--- src/rtl/stage_param_loader_if.sv ---
// Handshake/bus bundle between the stage parameter loader, its database and its consumer.
// Latency: none (wires only).
// Backpressure: carries the i_param_ready / o_param_valid record handshake.
interface stage_param_loader_if #(
    parameter int ADDR_WIDTH               = 10,
    parameter int DATA_WIDTH_16            = 16,
    parameter int NUM_PARAM_PER_CLASSIFIER = 18
);
    logic                                              i_start;
    logic [DATA_WIDTH_16-1:0]                          i_db_data;
    logic [ADDR_WIDTH-1:0]                             i_db_address;
    logic                                              o_db_ren;
    logic [NUM_PARAM_PER_CLASSIFIER*DATA_WIDTH_16-1:0] o_param_record;
    logic                                              o_param_valid;
    logic                                              i_param_ready;
    logic [7:0]                                        o_classifier_index;
    logic                                              o_busy;
    logic                                              o_stage_done;
    logic                                              o_seq_error;

    // Loader side.
    modport slave (
        input  i_start, i_db_data, i_db_address, i_param_ready,
        output o_db_ren, o_param_record, o_param_valid, o_classifier_index,
               o_busy, o_stage_done, o_seq_error
    );

    // Driver side (control, database and record consumer).
    modport master (
        output i_start, i_db_data, i_db_address, i_param_ready,
        input  o_db_ren, o_param_record, o_param_valid, o_classifier_index,
               o_busy, o_stage_done, o_seq_error
    );
endinterface

--- src/rtl/stage_param_loader.sv ---
// Loads one classifier record at a time from the stage database and presents it to a consumer.
// Latency: start/accept to first read 1 cycle; record valid NUM_PARAM_PER_CLASSIFIER+2 cycles after.
// Backpressure: record held stable while not ready; no database reads until it is accepted.
module stage_param_loader #(
    parameter int ADDR_WIDTH               = 10,
    parameter int DATA_WIDTH_16            = 16,
    parameter int NUM_CLASSIFIERS_STAGE    = 10,
    parameter int NUM_PARAM_PER_CLASSIFIER = 18
) (
    input  logic                 clk_fpga,
    input  logic                 reset_fpga,
    stage_param_loader_if.slave  bus
);
    localparam int CW = $clog2(NUM_PARAM_PER_CLASSIFIER + 1);
    localparam int RW = NUM_PARAM_PER_CLASSIFIER * DATA_WIDTH_16;
    localparam logic [CW-1:0] FULL_CNT  = CW'(NUM_PARAM_PER_CLASSIFIER);
    localparam logic [CW-1:0] LAST_WORD = CW'(NUM_PARAM_PER_CLASSIFIER - 1);
    localparam logic [7:0]    LAST_CLS  = 8'(NUM_CLASSIFIERS_STAGE - 1);

    typedef enum logic [1:0] {
        ST_IDLE,
        ST_FILL,
        ST_PRESENT,
        ST_DONE
    } state_t;

    state_t state_q, state_d;

    logic [CW-1:0]         req_q, req_d;      // database reads issued for this classifier
    logic [CW-1:0]         cap_q, cap_d;      // words captured for this classifier
    logic [7:0]            idx_q, idx_d;
    logic                  ren_q, ren_d;
    logic                  pend_q;            // a read was issued last cycle, data arrives now
    logic                  valid_q, valid_d;
    logic                  busy_q, busy_d;
    logic                  done_q, done_d;
    logic                  err_q, err_d;
    logic [RW-1:0]         record_q;
    logic                  capture_en;
    logic [ADDR_WIDTH-1:0] exp_addr;

    // State register.
    always_ff @(posedge clk_fpga) begin
        if (reset_fpga) begin
            state_q <= ST_IDLE;
        end else begin
            state_q <= state_d;
        end
    end

    // Next state, counters and registered output values.
    always_comb begin
        state_d    = state_q;
        req_d      = req_q;
        cap_d      = cap_q;
        idx_d      = idx_q;
        ren_d      = 1'b0;
        valid_d    = valid_q;
        done_d     = done_q;
        err_d      = err_q;
        capture_en = 1'b0;
        exp_addr   = ADDR_WIDTH'(int'(idx_q) * NUM_PARAM_PER_CLASSIFIER + int'(cap_q));

        case (state_q)
            ST_IDLE, ST_DONE: begin
                if (bus.i_start) begin
                    state_d = ST_FILL;
                    idx_d   = 8'd0;
                    req_d   = CW'(1);
                    cap_d   = '0;
                    ren_d   = 1'b1;
                    done_d  = 1'b0;
                end
            end
            ST_FILL: begin
                // Issue exactly one read per word; the counter saturates at a full record.
                if (req_q < FULL_CNT) begin
                    ren_d = 1'b1;
                    req_d = req_q + CW'(1);
                end
                // Capture the word returned for last cycle's read and check its address.
                if (pend_q && (cap_q < FULL_CNT)) begin
                    capture_en = 1'b1;
                    cap_d      = cap_q + CW'(1);
                    if (bus.i_db_address != exp_addr) begin
                        err_d = 1'b1;
                    end
                    if (cap_q == LAST_WORD) begin
                        state_d = ST_PRESENT;
                        valid_d = 1'b1;
                    end
                end
            end
            ST_PRESENT: begin
                if (valid_q && bus.i_param_ready) begin
                    valid_d = 1'b0;
                    if (idx_q < LAST_CLS) begin
                        idx_d   = idx_q + 8'd1;
                        state_d = ST_FILL;
                        req_d   = CW'(1);
                        cap_d   = '0;
                        ren_d   = 1'b1;
                    end else begin
                        state_d = ST_DONE;
                        done_d  = 1'b1;
                    end
                end
            end
            default: begin
                state_d = ST_IDLE;
            end
        endcase

        busy_d = (state_d == ST_FILL) || (state_d == ST_PRESENT);
    end

    // Counters, flags and the record being assembled.
    always_ff @(posedge clk_fpga) begin
        if (reset_fpga) begin
            req_q    <= '0;
            cap_q    <= '0;
            idx_q    <= '0;
            ren_q    <= 1'b0;
            pend_q   <= 1'b0;
            valid_q  <= 1'b0;
            busy_q   <= 1'b0;
            done_q   <= 1'b0;
            err_q    <= 1'b0;
            record_q <= '0;
        end else begin
            req_q   <= req_d;
            cap_q   <= cap_d;
            idx_q   <= idx_d;
            ren_q   <= ren_d;
            pend_q  <= ren_q;
            valid_q <= valid_d;
            busy_q  <= busy_d;
            done_q  <= done_d;
            err_q   <= err_d;
            for (int p = 0; p < NUM_PARAM_PER_CLASSIFIER; p++) begin
                if (capture_en && (cap_q == CW'(p))) begin
                    record_q[p*DATA_WIDTH_16 +: DATA_WIDTH_16] <= bus.i_db_data;
                end
            end
        end
    end

    assign bus.o_db_ren           = ren_q;
    assign bus.o_param_record     = record_q;
    assign bus.o_param_valid      = valid_q;
    assign bus.o_classifier_index = idx_q;
    assign bus.o_busy             = busy_q;
    assign bus.o_stage_done       = done_q;
    assign bus.o_seq_error        = err_q;
endmodule

--- src/flat_wrapper.sv ---
// flat-port wrapper written by rule: the top's interface ports become plain ports
module stage_param_loader_flat 
#(
    parameter int ADDR_WIDTH               = 10,
    parameter int DATA_WIDTH_16            = 16,
    parameter int NUM_CLASSIFIERS_STAGE    = 10,
    parameter int NUM_PARAM_PER_CLASSIFIER = 18
)
  (clk_fpga, reset_fpga, bus_i_start, bus_i_db_data, bus_i_db_address, bus_i_param_ready, bus_o_db_ren, bus_o_param_record, bus_o_param_valid, bus_o_classifier_index, bus_o_busy, bus_o_stage_done, bus_o_seq_error);
  stage_param_loader_if #(.ADDR_WIDTH(ADDR_WIDTH), .DATA_WIDTH_16(DATA_WIDTH_16), .NUM_PARAM_PER_CLASSIFIER(NUM_PARAM_PER_CLASSIFIER)) bus_i ();
  input  logic clk_fpga;
  input  logic reset_fpga;
  input wire logic [$bits(bus_i.i_start)-1:0] bus_i_start;
  input wire logic [$bits(bus_i.i_db_data)-1:0] bus_i_db_data;
  input wire logic [$bits(bus_i.i_db_address)-1:0] bus_i_db_address;
  input wire logic [$bits(bus_i.i_param_ready)-1:0] bus_i_param_ready;
  output wire logic [$bits(bus_i.o_db_ren)-1:0] bus_o_db_ren;
  output wire logic [$bits(bus_i.o_param_record)-1:0] bus_o_param_record;
  output wire logic [$bits(bus_i.o_param_valid)-1:0] bus_o_param_valid;
  output wire logic [$bits(bus_i.o_classifier_index)-1:0] bus_o_classifier_index;
  output wire logic [$bits(bus_i.o_busy)-1:0] bus_o_busy;
  output wire logic [$bits(bus_i.o_stage_done)-1:0] bus_o_stage_done;
  output wire logic [$bits(bus_i.o_seq_error)-1:0] bus_o_seq_error;
  assign bus_i.i_start = bus_i_start;
  assign bus_i.i_db_data = bus_i_db_data;
  assign bus_i.i_db_address = bus_i_db_address;
  assign bus_i.i_param_ready = bus_i_param_ready;
  assign bus_o_db_ren = bus_i.o_db_ren;
  assign bus_o_param_record = bus_i.o_param_record;
  assign bus_o_param_valid = bus_i.o_param_valid;
  assign bus_o_classifier_index = bus_i.o_classifier_index;
  assign bus_o_busy = bus_i.o_busy;
  assign bus_o_stage_done = bus_i.o_stage_done;
  assign bus_o_seq_error = bus_i.o_seq_error;
  stage_param_loader #(.ADDR_WIDTH(ADDR_WIDTH), .DATA_WIDTH_16(DATA_WIDTH_16), .NUM_CLASSIFIERS_STAGE(NUM_CLASSIFIERS_STAGE), .NUM_PARAM_PER_CLASSIFIER(NUM_PARAM_PER_CLASSIFIER)) u_core (.clk_fpga(clk_fpga), .reset_fpga(reset_fpga), .bus(bus_i));
endmodule
--- config.mk ---
export PLATFORM = sky130hd
export DESIGN_NAME = stage_param_loader_flat
export DESIGN_NICKNAME = d
export VERILOG_FILES = /design/src/rtl/stage_param_loader_if.sv /design/src/rtl/stage_param_loader.sv /design/src/flat_wrapper.sv
export SDC_FILE = /design/constraint.sdc
export NUM_CORES = 1
export LEC_CHECK = 0
export BUFFER_PORTS_ARGS = -buffer_cell sky130_fd_sc_hd__buf_2
export CORE_ASPECT_RATIO = 1.25
export CORE_MARGIN = 4
export CORE_UTILIZATION = 42
export CTS_CLUSTER_SIZE = 8
export DETAILED_ROUTE_END_ITERATION = 7
export PLACE_DENSITY = 0.66
export SLEW_MARGIN = 20
export SYNTH_ARGS = -nofsm -noshare
export SYNTH_HDL_FRONTEND = slang
export SYNTH_SLANG_ARGS = --single-unit
--- constraint.sdc ---
create_clock -name clk_fpga -period 5.2 [get_ports clk_fpga]
set_clock_uncertainty 0.05 [all_clocks]
set_input_delay 0.52 -clock clk_fpga [delete_from_list [all_inputs] [get_ports clk_fpga]]
set_output_delay 0.52 -clock clk_fpga [all_outputs]
set_load 0.01 [all_outputs]
==> flow_results.org <==
** CTS
- Clock sinks :: 314
- Source-to-sink clock delay at the later pin of the worst-skew pair :: 530 ps
- TritonCTS built the clock tree.
- Once the clock tree was built, the setup fixing pass inserted 0 buffers.
- Post-CTS repair changed the size of 0 cells.
- CTS built an H-tree with a depth of 2.
- Buffers inserted to repair hold after CTS numbered 0.
- Clock-pin slew was measured on the worst setup and hold paths at 50 ps.
- CTS buffer count :: 45
- The tree is rooted in a sky130_fd_sc_hd__clkbuf_16.
- Clock buffer depth :: 3

** Routing
- In this run the remaining antenna-violating nets after routing total 0.
- Dividing the detail-routed via count by the number of cells gives 5.285.
- Final WL :: 40880 um
- Count of routing violations after the opening detailed-route iteration :: 840
- Number of detailed-routing iterations run before antenna repair :: 5
- After detailed routing, the number of remaining DRC violations is 0.
- Wire length per cell :: 19.15 um
- Routed vias :: 11283

** Timing
- Final number of max-transition violations :: 0
- Unrepaired setup endpoints after global routing :: no
- The worst path uses 57.22% of the clock period.
- Slew at the pin closest to its max-slew limit :: 1110 ps
- In the post-route analysis, the smallest setup slack over all paths is 2224 ps.
- For this run, the top clock speed supported by timing is 336.1 MHz.
- In this run the tightest slew margin relative to its limit is 25.59%.
- Adding up every negative setup slack in the final design gives 0 ps.
- Setup-failing EPs final :: 0
- The final number of hold-violating endpoints came to 0.
- The worst path needs 2976 ps of the cycle, external delays included.

** Cells and area
- Filler cell count :: 2658
- Footprint of the multi-input gates :: 5190 um^2
- Compared with the post-synthesis result, the final layout area differs by 24.62%.
- Fraction of final layout cells with drive strength greater than 1 :: 22.70%
- Total Nets Final :: 1838
- At the end of the flow the core is filled with cells to 53.54%.
- Summing all flip-flop and latch instances after layout gives 6286 um^2.
- Once layout is done, the placed cells without fillers occupy 14900 um^2.

** Synthesis
- Part of the Yosys area used for sequential elements :: 52.59%
- Post-Synthesis Cell Area :: 11950 um^2
- Net count of the mapped netlist :: 1564
- Primary flip-flop cell chosen by synthesis mapping :: sky130_fd_sc_hd__dfxtp_1
- In the synthesized netlist, the number of instances is 1508.
- Total number of yosys warnings :: 0
- Synth async-reset ratio :: 0%
- After synthesis, the mean cell area works out to 7.926 um^2.
- In this run, synthesis produced a sequential element count of 314.
- In this run, synthesis inferred 0 flip-flops with an integrated enable.
- Number of distinct library cells after synthesis :: 52

** Global route
- GR peak layer :: met2
- Global routing consumed, on the met2 layer, 43.27% of the routing resources.
- Remaining Overflow, GRT :: 0
- Entering global routing, the biggest net connects 148 pins.
- First-pass GRT wire length :: 62770 um
- The number of global-route vias before repair was 10870.
- Global routing used 29.94% of the available met1 tracks.
- Initial antenna violation count :: 0
- Global routing consumed, over all layers together, 24.92% of the routing resources.
- GR Layer Usage met3 :: 7.488%

** Hold path
- Worst min path class :: in -> reg

** Outcome
- Result of the run :: complete, no violations

** Setup path
- Type of the worst setup path :: reg -> reg
- Worst Path Arrival :: 3290 ps
- STA classifies the critical path startpoint as a flip-flop.
- STA classifies the critical path endpoint as a flip-flop.
- CP required :: 5520 ps
- Max Fanout on Critical Path :: 20

** Floorplan
- Core area :: 27820 um^2
- Chip Width :: 158.9 um
- The die is 196.6 um tall.
- Starting Density :: 42.96%
- The die covers 31240 um^2.
- Pin placement for this block handled 331 I/O pins.
- The initialized floorplan defines 68 standard-cell rows.

** Power
- Static leakage power :: 6.332 nW
- Pwr per Cell Area :: 369.5 nW/um^2
- Across the VDD grid, the largest voltage drop is 238.5 uV.

** Job
- The tool flagged a number of max-cap violations equal to 0.

** Place
- Post-detailed-placement cell area :: 13720 um^2
- Input/output buffers :: 330
- Total half-perimeter wirelength after legalization and detailed placement :: 27030 um
- OpenSTA, run right after detailed placement, puts the worst setup slack at 2280 ps.
- Routability Congestion :: 0.8298
[routing by layer]
layer	routed length, um	share of wire [%]
met2	19980	49
met1	16120	39
met4	1127	2.8
met5	0	0
met3	3651	8.9
[final cells by class]
cell class | count | area share [%]
tap | 350 | 2.940
multi-input combinational | 1064 | 34.84
clock buffer | 45 | 7.560
inverter | 15 | 0.3780
timing repair buffer | 342 | 11.75
clock inverter | 4 | 0.3108
antenna | 1 | 0.01680
sequential | 314 | 42.20
[metrics by stage]
step,total power (W),cells,hold slack (ps)
3_5_place_dp,0.003007,2085,392.9
6_report,0.005503,2135,345.4
5_1_grt,0.005687,2134,341.0
4_1_cts,0.005541,2134,317.7
3_3_place_gp,0.002999,2085,389.0
2_1_floorplan,0.002858,1508,414.5
[cell usage after synthesis (5+ instances only)]
master | number | area, um^2
sky130_fd_sc_hd__nor2_1 | 40 | 150.1
sky130_fd_sc_hd__xnor2_1 | 12 | 105.1
sky130_fd_sc_hd__nor3_1 | 8 | 40.04
sky130_fd_sc_hd__dfxtp_1 | 314 | 6286
sky130_fd_sc_hd__mux2i_1 | 16 | 160.2
sky130_fd_sc_hd__nand2_1 | 556 | 2087
sky130_fd_sc_hd__and2_1 | 5 | 31.28
sky130_fd_sc_hd__nand3_1 | 22 | 110.1
sky130_fd_sc_hd__nand4_1 | 5 | 31.28
sky130_fd_sc_hd__xor2_1 | 7 | 61.31
sky130_fd_sc_hd__buf_2 | 7 | 35.03
sky130_fd_sc_hd__inv_1 | 15 | 56.30
sky130_fd_sc_hd__ha_1 | 24 | 300.3
sky130_fd_sc_hd__clkbuf_1 | 106 | 397.9
sky130_fd_sc_hd__a21oi_1 | 291 | 1456
sky130_fd_sc_hd__o21ai_0 | 11 | 55.05
[critical path, stage by stage (launching register included)]
cell and delay, ps:
sky130_fd_sc_hd__dfxtp_1 530, sky130_fd_sc_hd__nor2_1 520, sky130_fd_sc_hd__nand4_1 920, sky130_fd_sc_hd__o2111ai_1 530, sky130_fd_sc_hd__o211a_1 210, sky130_fd_sc_hd__nor3_1 50
[layout by cell type (no fill, tap or decap), types with 12 or more instances in the layout]
cell type	count
sky130_fd_sc_hd__nand2_1	556
sky130_fd_sc_hd__buf_2	329
sky130_fd_sc_hd__dfxtp_1	314
sky130_fd_sc_hd__a21oi_1	291
sky130_fd_sc_hd__clkbuf_16	45
sky130_fd_sc_hd__nor2_1	36
sky130_fd_sc_hd__ha_1	24
sky130_fd_sc_hd__nand3_1	22
sky130_fd_sc_hd__mux2i_1	16
sky130_fd_sc_hd__inv_1	15
sky130_fd_sc_hd__xnor2_1	12
sky130_fd_sc_hd__buf_4	12
[worst paths after layout]
path / startpoint / end / slack, ps / cells after the start
max reg2reg: u_core.cap_q[2]$_SDFFE_PP0P_ / u_core.bus.o_busy$_SDFF_PP0_ / 2220 / 5
min: bus_i_start / u_core.bus.o_stage_done$_SDFFE_PP0P_ / 350 / 3
min reg2reg: u_core.bus.o_param_record[123]$_SDFFE_PP0P_ / u_core.bus.o_param_record[123]$_SDFFE_PP0P_ / 400 / 2
max: u_core.cap_q[2]$_SDFFE_PP0P_ / u_core.bus.o_busy$_SDFF_PP0_ / 2220 / 5
[logic make-up (layout without fill, tap and decap cells)]
| family | count (synthesis) | in the layout | share of synthesized area, % |
|---|---|---|---|
| simple gates | 666 | 666 | 22.34 |
| flops | 314 | 314 | 52.59 |
| other cells | 0 | 1 | 0 |
| fa+ha+maj | 26 | 26 | 2.847 |
| mux | 16 | 16 | 1.340 |
| compound gates | 336 | 336 | 15.14 |
| buf+inv | 130 | 406 | 4.156 |
| xor+xnor | 20 | 20 | 1.591 |
[power by group]
part           total, W  internal, W  switching, W  leakage, nW
Sequential      0.00248      0.00245     0.0000352         2.53
Clock           0.00254      0.00152       0.00101        0.578
Combinational  0.000484     0.000147      0.000337         3.23
[registers in the layout (all words and copies together), names as in the netlist, 2 cells and up]
name / count
u_core.bus.o_classifier_index: 8
u_core.req_q: 5
u_core.bus.o_param_record: 288
u_core.cap_q: 5
u_core.state_q: 2
(Power assumes the default switching activity.)
